$ cat config.mk
export PLATFORM = sky130hd
export DESIGN_NAME = fp_pack_flat
export DESIGN_NICKNAME = d
export VERILOG_FILES = /design/src/rtl/fp_pack_if.sv /design/src/rtl/fp_pack.sv /design/src/flat_wrapper.sv
export SDC_FILE = /design/constraint.sdc
export NUM_CORES = 1
export LEC_CHECK = 0
export ABC_AREA = 1
export ABC_CLOCK_PERIOD_IN_PS = 3700
export CAP_MARGIN = 20
export CORE_AREA = 8 8 170 172
export DETAILED_ROUTE_END_ITERATION = 12
export DIE_AREA = 0 0 178 180
export GPL_ROUTABILITY_DRIVEN = 1
export GPL_TIMING_DRIVEN = 0
export MAX_ROUTING_LAYER = met4
export SLEW_MARGIN = 25
export SYNTH_ARGS = -nofsm -noshare
export SYNTH_HDL_FRONTEND = slang
export SYNTH_SLANG_ARGS = --single-unit
$ cat constraint.sdc
create_clock -name clk -period 3.7 [get_ports clk]
set_input_delay 0.37 -clock clk [delete_from_list [all_inputs] [get_ports clk]]
set_output_delay 0.37 -clock clk [all_outputs]
set_load 0.1 [all_outputs]
$ cat src/rtl/fp_pack_if.sv
`default_nettype none
// ============================================================================
//  Module      : fp_pack_if
//  Description : Handshake and data bundle between the FPU arithmetic core,
//                the fp_pack stage and the downstream result consumer.
//  Revision    : 1.0  initial release
// ============================================================================
interface fp_pack_if #(
    parameter int EXP_W  = 10,
    parameter int MANT_W = 27
);
    logic              valid_i;
    logic              ready_o;
    logic              sign_i;
    logic [EXP_W-1:0]  exp_i;
    logic [MANT_W-1:0] mant_i;
    logic              is_nan_i;
    logic              is_inf_i;
    logic              valid_o;
    logic              ready_i;
    logic [31:0]       result_o;
    logic              overflow_o;
    logic              underflow_o;
    logic              inexact_o;

    // Pack stage side
    modport slave (
        input  valid_i, sign_i, exp_i, mant_i, is_nan_i, is_inf_i, ready_i,
        output ready_o, valid_o, result_o, overflow_o, underflow_o, inexact_o
    );

    // Producer / consumer side
    modport master (
        output valid_i, sign_i, exp_i, mant_i, is_nan_i, is_inf_i, ready_i,
        input  ready_o, valid_o, result_o, overflow_o, underflow_o, inexact_o
    );
endinterface
`default_nettype wire

$ cat src/rtl/fp_pack.sv
`default_nettype none
// ============================================================================
//  Module      : fp_pack
//  Description : Normalize, round (nearest-even) and pack an unnormalized
//                sign/exponent/mantissa into an IEEE-754 single. Three
//                pipeline stages that shift together under valid/ready.
//  Revision    : 1.0  initial release
// ============================================================================
module fp_pack #(
    parameter int EXP_W  = 10,
    parameter int MANT_W = 27
) (
    input  logic      clk,
    input  logic      rst,      // asynchronous, active-low
    fp_pack_if.slave  bus
);
    // Internal exponent carries two extra bits of headroom for the +1 of
    // carry normalization and the +1 of rounding carry.
    localparam int c_EW   = EXP_W + 2;
    localparam int c_NM_W = MANT_W - 1;         // normalized: no carry bit
    localparam int c_SH_W = $clog2(MANT_W);
    localparam int c_SIG_W = MANT_W - 3;        // hidden + fraction
    localparam logic signed [c_EW-1:0] c_E_ZERO = '0;
    localparam logic signed [c_EW-1:0] c_E_ONE  = c_EW'(1);
    localparam logic signed [c_EW-1:0] c_E_CAP  = c_EW'(MANT_W - 1);
    localparam logic signed [c_EW-1:0] c_E_MAX  = c_EW'(255);

    logic w_adv;

    // ---------------- stage 1 combinational: normalize ----------------
    logic signed [c_EW-1:0] w_e_in, w_e_n1, w_e_s1, w_lim, w_lz_ext, w_lsh_ext, w_rsh;
    logic [c_SH_W-1:0]      w_lz, w_lsh, w_rsh_c;
    logic [c_NM_W-1:0]      w_m_n1, w_m_s1, w_lost;

    // Leading-zero left shift (clamped at exp 1) or carry right shift, then denormalize
    always_comb begin
        w_e_in = $signed({{2{bus.exp_i[EXP_W-1]}}, bus.exp_i});
        w_lz   = c_SH_W'(c_NM_W);
        for (int i = 0; i < c_NM_W; i++) begin
            if (bus.mant_i[i]) w_lz = c_SH_W'(c_NM_W - 1 - i);
        end
        w_lz_ext  = $signed({{(c_EW-c_SH_W){1'b0}}, w_lz});
        w_lim     = w_e_in - c_E_ONE;
        w_lsh     = '0;
        w_m_n1    = bus.mant_i[c_NM_W-1:0];
        w_e_n1    = w_e_in;
        if (bus.mant_i[MANT_W-1]) begin
            w_m_n1    = bus.mant_i[MANT_W-1:1];
            w_m_n1[0] = bus.mant_i[1] | bus.mant_i[0];
            w_e_n1    = w_e_in + c_E_ONE;
        end else begin
            if (w_lim <= c_E_ZERO)    w_lsh = '0;
            else if (w_lim < w_lz_ext) w_lsh = w_lim[c_SH_W-1:0];
            else                       w_lsh = w_lz;
            w_m_n1 = bus.mant_i[c_NM_W-1:0] << w_lsh;
        end
        w_lsh_ext = $signed({{(c_EW-c_SH_W){1'b0}}, w_lsh});
        if (!bus.mant_i[MANT_W-1]) w_e_n1 = w_e_in - w_lsh_ext;

        w_rsh   = c_E_ONE - w_e_n1;
        w_rsh_c = (w_rsh > c_E_CAP) ? c_SH_W'(MANT_W - 1) : w_rsh[c_SH_W-1:0];
        w_lost  = '0;
        w_m_s1  = w_m_n1;
        w_e_s1  = w_e_n1;
        if (w_e_n1 <= c_E_ZERO) begin
            w_lost    = w_m_n1 & ~({c_NM_W{1'b1}} << w_rsh_c);
            w_m_s1    = w_m_n1 >> w_rsh_c;
            w_m_s1[0] = w_m_s1[0] | (|w_lost);
            w_e_s1    = c_E_ZERO;
        end
    end

    logic                   r1_v, r1_sign, r1_nan, r1_inf, r1_zero;
    logic signed [c_EW-1:0] r1_exp;
    logic [c_NM_W-1:0]      r1_mant;

    // Stage 1 register
    always_ff @(posedge clk or negedge rst) begin
        if (!rst) begin
            r1_v <= 1'b0; r1_sign <= 1'b0; r1_nan <= 1'b0; r1_inf <= 1'b0;
            r1_zero <= 1'b0; r1_exp <= '0; r1_mant <= '0;
        end else if (w_adv) begin
            r1_v    <= bus.valid_i;
            r1_sign <= bus.sign_i;
            r1_nan  <= bus.is_nan_i;
            r1_inf  <= bus.is_inf_i;
            r1_zero <= (bus.mant_i == '0);
            r1_exp  <= w_e_s1;
            r1_mant <= w_m_s1;
        end
    end

    // ---------------- stage 2 combinational: round nearest-even ----------------
    logic [c_SIG_W:0]       w_sum;
    logic                   w_up;
    logic [c_SIG_W-2:0]     w_frac2;
    logic signed [c_EW-1:0] w_e2;

    // Round on guard/sticky/lsb; renormalize a carry-out or subnormal promotion
    always_comb begin
        w_up    = r1_mant[1] & (r1_mant[0] | r1_mant[2]);
        w_sum   = {1'b0, r1_mant[c_NM_W-1:2]} + {{c_SIG_W{1'b0}}, w_up};
        w_frac2 = w_sum[c_SIG_W-2:0];
        w_e2    = r1_exp;
        if (w_sum[c_SIG_W]) begin
            w_frac2 = w_sum[c_SIG_W-1:1];
            w_e2    = r1_exp + c_E_ONE;
        end else if (r1_exp == c_E_ZERO && w_sum[c_SIG_W-1]) begin
            w_e2    = c_E_ONE;
        end
    end

    logic                   r2_v, r2_sign, r2_nan, r2_inf, r2_zero, r2_inx, r2_tiny;
    logic signed [c_EW-1:0] r2_exp;
    logic [c_SIG_W-2:0]     r2_frac;

    // Stage 2 register
    always_ff @(posedge clk or negedge rst) begin
        if (!rst) begin
            r2_v <= 1'b0; r2_sign <= 1'b0; r2_nan <= 1'b0; r2_inf <= 1'b0;
            r2_zero <= 1'b0; r2_inx <= 1'b0; r2_tiny <= 1'b0;
            r2_exp <= '0; r2_frac <= '0;
        end else if (w_adv) begin
            r2_v    <= r1_v;
            r2_sign <= r1_sign;
            r2_nan  <= r1_nan;
            r2_inf  <= r1_inf;
            r2_zero <= r1_zero;
            r2_inx  <= r1_mant[1] | r1_mant[0];
            r2_tiny <= (r1_exp == c_E_ZERO);
            r2_exp  <= w_e2;
            r2_frac <= w_frac2;
        end
    end

    // ---------------- stage 3 combinational: pack and exceptions ----------------
    logic [31:0] w_res;
    logic        w_ovf, w_unf, w_inx;

    // Special-case precedence: NaN, infinity, zero, overflow, then normal packing
    always_comb begin
        w_res = {r2_sign, r2_exp[7:0], r2_frac};
        w_ovf = 1'b0;
        w_unf = r2_tiny & r2_inx;
        w_inx = r2_inx;
        if (r2_nan) begin
            w_res = 32'h7FC0_0000; w_unf = 1'b0; w_inx = 1'b0;
        end else if (r2_inf) begin
            w_res = {r2_sign, 8'hFF, 23'h0}; w_unf = 1'b0; w_inx = 1'b0;
        end else if (r2_zero) begin
            w_res = {r2_sign, 31'h0}; w_unf = 1'b0; w_inx = 1'b0;
        end else if (r2_exp >= c_E_MAX) begin
            w_res = {r2_sign, 8'hFF, 23'h0}; w_ovf = 1'b1; w_unf = 1'b0; w_inx = 1'b1;
        end
    end

    logic        r3_v, r3_ovf, r3_unf, r3_inx;
    logic [31:0] r3_res;

    // Output register; holds while the consumer stalls
    always_ff @(posedge clk or negedge rst) begin
        if (!rst) begin
            r3_v <= 1'b0; r3_res <= '0; r3_ovf <= 1'b0; r3_unf <= 1'b0; r3_inx <= 1'b0;
        end else if (w_adv) begin
            r3_v   <= r2_v;
            r3_res <= w_res;
            r3_ovf <= w_ovf;
            r3_unf <= w_unf;
            r3_inx <= w_inx;
        end
    end

    assign w_adv           = !r3_v || bus.ready_i;
    assign bus.ready_o     = w_adv;
    assign bus.valid_o     = r3_v;
    assign bus.result_o    = r3_res;
    assign bus.overflow_o  = r3_ovf;
    assign bus.underflow_o = r3_unf;
    assign bus.inexact_o   = r3_inx;
endmodule
`default_nettype wire
$ cat src/flat_wrapper.sv
// flat-port wrapper written by rule: the top's interface ports become plain ports
module fp_pack_flat 
#(
    parameter int EXP_W  = 10,
    parameter int MANT_W = 27
)
  (clk, rst, bus_valid_i, bus_sign_i, bus_exp_i, bus_mant_i, bus_is_nan_i, bus_is_inf_i, bus_ready_i, bus_ready_o, bus_valid_o, bus_result_o, bus_overflow_o, bus_underflow_o, bus_inexact_o);
  fp_pack_if #(.EXP_W(EXP_W), .MANT_W(MANT_W)) bus_i ();
  input  logic clk;
  input  logic rst;
  input wire logic [$bits(bus_i.valid_i)-1:0] bus_valid_i;
  input wire logic [$bits(bus_i.sign_i)-1:0] bus_sign_i;
  input wire logic [$bits(bus_i.exp_i)-1:0] bus_exp_i;
  input wire logic [$bits(bus_i.mant_i)-1:0] bus_mant_i;
  input wire logic [$bits(bus_i.is_nan_i)-1:0] bus_is_nan_i;
  input wire logic [$bits(bus_i.is_inf_i)-1:0] bus_is_inf_i;
  input wire logic [$bits(bus_i.ready_i)-1:0] bus_ready_i;
  output wire logic [$bits(bus_i.ready_o)-1:0] bus_ready_o;
  output wire logic [$bits(bus_i.valid_o)-1:0] bus_valid_o;
  output wire logic [$bits(bus_i.result_o)-1:0] bus_result_o;
  output wire logic [$bits(bus_i.overflow_o)-1:0] bus_overflow_o;
  output wire logic [$bits(bus_i.underflow_o)-1:0] bus_underflow_o;
  output wire logic [$bits(bus_i.inexact_o)-1:0] bus_inexact_o;
  assign bus_i.valid_i = bus_valid_i;
  assign bus_i.sign_i = bus_sign_i;
  assign bus_i.exp_i = bus_exp_i;
  assign bus_i.mant_i = bus_mant_i;
  assign bus_i.is_nan_i = bus_is_nan_i;
  assign bus_i.is_inf_i = bus_is_inf_i;
  assign bus_i.ready_i = bus_ready_i;
  assign bus_ready_o = bus_i.ready_o;
  assign bus_valid_o = bus_i.valid_o;
  assign bus_result_o = bus_i.result_o;
  assign bus_overflow_o = bus_i.overflow_o;
  assign bus_underflow_o = bus_i.underflow_o;
  assign bus_inexact_o = bus_i.inexact_o;
  fp_pack #(.EXP_W(EXP_W), .MANT_W(MANT_W)) u_core (.clk(clk), .rst(rst), .bus(bus_i));
endmodule
==> results.json <==
{
  "outcome": "finished, violations left",
  "violations": "setup timing",
  "p_total_w": 0.00841,
  "synth_cell_types": 57,
  "syn_area_um2": 10300,
  "avgSynthCellArea_um2": 6.30,
  "slew_headroom": 0.338,
  "min_period_ps": 6870,
  "start_kind": "input pin",
  "clockRootBuffer": "clkbuf_16",
  "dr_total_vias": 12300,
  "synth_top_family_by_area": "simple AND/OR/NAND/NOR gates",
  "dp_hpwl_um": 33500,
  "slew_violations": 0,
  "fin_skew_ps": 9.59,
  "power_frac_comb": 0.551,
  "netSwitchingPower_w": 0.00419,
  "swShare": 0.499,
  "drc": 0,
  "synth_compound_area_frac": 0.138,
  "grt_usage": 0.278,
  "nFillCells": 2618,
  "synth_xor_area_frac": 0.0306,
  "drt-total-wl_um": 44400,
  "netlist_instances": 1637,
  "portBuffers": 79,
  "synth_seq_area_share": 0.291,
  "yosys.area.top_type": "dfrtp_1",
  "cap_violations": 0,
  "postLayoutCellArea_um2": 14400,
  "synth_area_leaders": "dfrtp_1, nand2_1, nand3_1",
  "clock_latency_ps": 420,
  "antenna_found_initial": 2,
  "cp_max_fo": 6,
  "die_height_um": 180,
  "post_drt_wl_per_cell_um": 20.5,
  "path_clk_slew_ps": 60,
  "num-nets-final": 1884,
  "crit_path_frequent_cell": "nand2_4",
  "criticalPathCategory": "input pin to flop",
  "synth_mux_area_frac": 0,
  "drt-initial-drc-count": 1174,
  "yosysMostFrequentCell": "nand2_1",
  "async_flop_share": 1.00,
  "synth_edf_count": 0,
  "netlist.area_leader.share": 0.291,
  "cts_sinks": 120,
  "setup_viol": 36,
  "worst_pin_slew_ps": 983,
  "cts_tree": "yes",
  "place_area_um2": 11800,
  "ys_warn_count": 0,
  "irDropWorstVdd_mv": 0.642,
  "pwr-share-seq": 0.245,
  "syn_nets": 1706,
  "rsz0062_at_grt": "yes",
  "vias_per_cell": 5.65,
  "synthAdderAreaFrac": 0.0310,
  "crit_arrival_ps": 7170,
  "area_growth_pct": 39.2,
  "r2r_setup_slack_ps": 190,
  "synth-simple-area-share": 0.409,
  "fin_crit_sh": 1.86,
  "clock_power_share": 0.203,
  "cp_slowest_cell": "clkdlybuf4s50_1",
  "ys.flop_type": "dfrtp_1",
  "clock_path_buffers": 2,
  "core-area_um2": 26400,
  "grt_pass1_wl_um": 67900,
  "ys_seq_elements": 120,
  "initial_utilization": 0.392,
  "fmax_ghz": 0.146,
  "dieWidth_um": 178,
  "cts_max_level": 4,
  "grt_pass1_vias": 11900,
  "ant_nets": 0,
  "grt_max_degree": 71,
  "hp-class": "input pin to async pin",
  "io_pins": 81,
  "p_leak_nw": 6.79,
  "final_util": 0.545,
  "drive_gt1_frac": 0.236,
  "synth_common_cells": "nand2_1, nand3_1, inv_1",
  "crit_path_max_incr_delay_ps": 510,
  "critical_path_required_ps": 4000,
  "cts_buffers": 17,
  "p_int_w": 0.00421,
  "first_pass_iters": 5,
  "overflow": 0,
  "row_count": 60,
  "finalWorstSetupSlack_ps": -3170,
  "hold_viol_final": 0,
  "gp_congestion": 0.999,
  "end_kind": "flop",
  "die-area_um2": 32000,
  "power.density_nw_per_um2": 585
}
flip-flops by register name (all words and copies together), names as in the netlist, 11 cells and up:
signal and cells:
u_core.r2_exp 12, u_core.r1_mant 26, u_core.r1_exp 11, u_core.bus.result_o 32
u_core.r2_frac 23
power groups by stage:
stage          combinational, W  clock [W]  sequential (W)
3_5_place_dp            0.00387          0         0.00207
3_3_place_gp            0.00385          0         0.00207
2_1_floorplan           0.00182          0         0.00289
5_1_grt                 0.00493    0.00178         0.00211
4_1_cts                 0.00426    0.00172         0.00205
6_report                0.00464    0.00171         0.00206
routing by layer:
metal  routed length [um]  vias to the layer above  global-route usage
li1                     -                     5772                   -
met1                18600                     5819               0.344
met2                20600                      531               0.425
met3                 2970                      136              0.0532
met4                 2220                        0               0.141
met5                    0                        -                   -
critical path: cells and delay by family:
| kind | cells | cell delay (ps) |
|---|---|---|
| simple gates | 24 | 2660 |
| compound gates | 7 | 1100 |
| buf+inv | 12 | 1590 |
| fa+ha+maj | 4 | 1140 |
| xor+xnor | 2 | 250 |
cell families after synthesis:
logic type / after synthesis
AOI/OAI and AO/OA: 250
xor gates and xnor gates: 36
adders and majority gates: 25
buffers and inverters: 249
DFF: 120
and+or+nand+nor: 957
layout make-up:
type                            instances  area (um^2)  share of cell area
Multi-Input combinational cell       1268         7560               0.526
Sequential cell                       120         3000               0.209
Timing Repair Buffer                  160         1580               0.110
Inverter                              177          692              0.0482
Buffer                                 71          494              0.0344
Clock buffer                           19          433              0.0301
Tap cell                              341          427              0.0297
Clock inverter                         13          173              0.0120
Antenna cell                            2         5.00            0.000348
per-stage QoR:
step | TNS (ps) | worst slack [ps] | instances | hold WS (ps)
3_3_place_gp | -455250 | -4770 | 2057 | 435
2_1_floorplan | -72920 | -2330 | 1637 | 74.4
6_report | -100570 | -3170 | 2171 | 441
5_1_grt | -117130 | -3650 | 2171 | 473
4_1_cts | -97090 | -3020 | 2146 | 457
3_5_place_dp | -157880 | -4750 | 2058 | 305
final timing paths:
check,from,to,cells after the start
worst max-delay path,bus_mant_i[22],u_core.r1_mant[11],49
worst min-delay path,rst,u_core.r1_mant[0],2
worst max register to register,u_core.r1_mant[0],u_core.r2_frac[18],19
worst min register to register,u_core.r2_v,u_core.bus.valid_o,2
max in group asynchronous,rst,u_core.r2_frac[18],3
min in group clk,u_core.r2_v,u_core.bus.valid_o,2
repair_timing:
item,CTS,global route
hold endpoints to repair,50,0
gates resized for setup,212,164
setup endpoints to repair,49,52
setup buffers,51,23
hold buffers,1,0
cloned,4,1
pin swaps,71,87
cell usage in the layout (no fill, tap or decap), types with 21 or more instances in the layout:
master / count
o21ai_0: 94
inv_1: 154
nand2_4: 21
buf_6: 25
buf_4: 69
xor2_1: 21
nand3_1: 219
nand2_1: 410
nand2_2: 52
dfrtp_1: 120
nand3_2: 46
clkdlybuf4s50_1: 58
nor2_1: 98
a21oi_1: 43
clkbuf_1: 27
No activity file was read; power rests on OpenSTA's default activity.
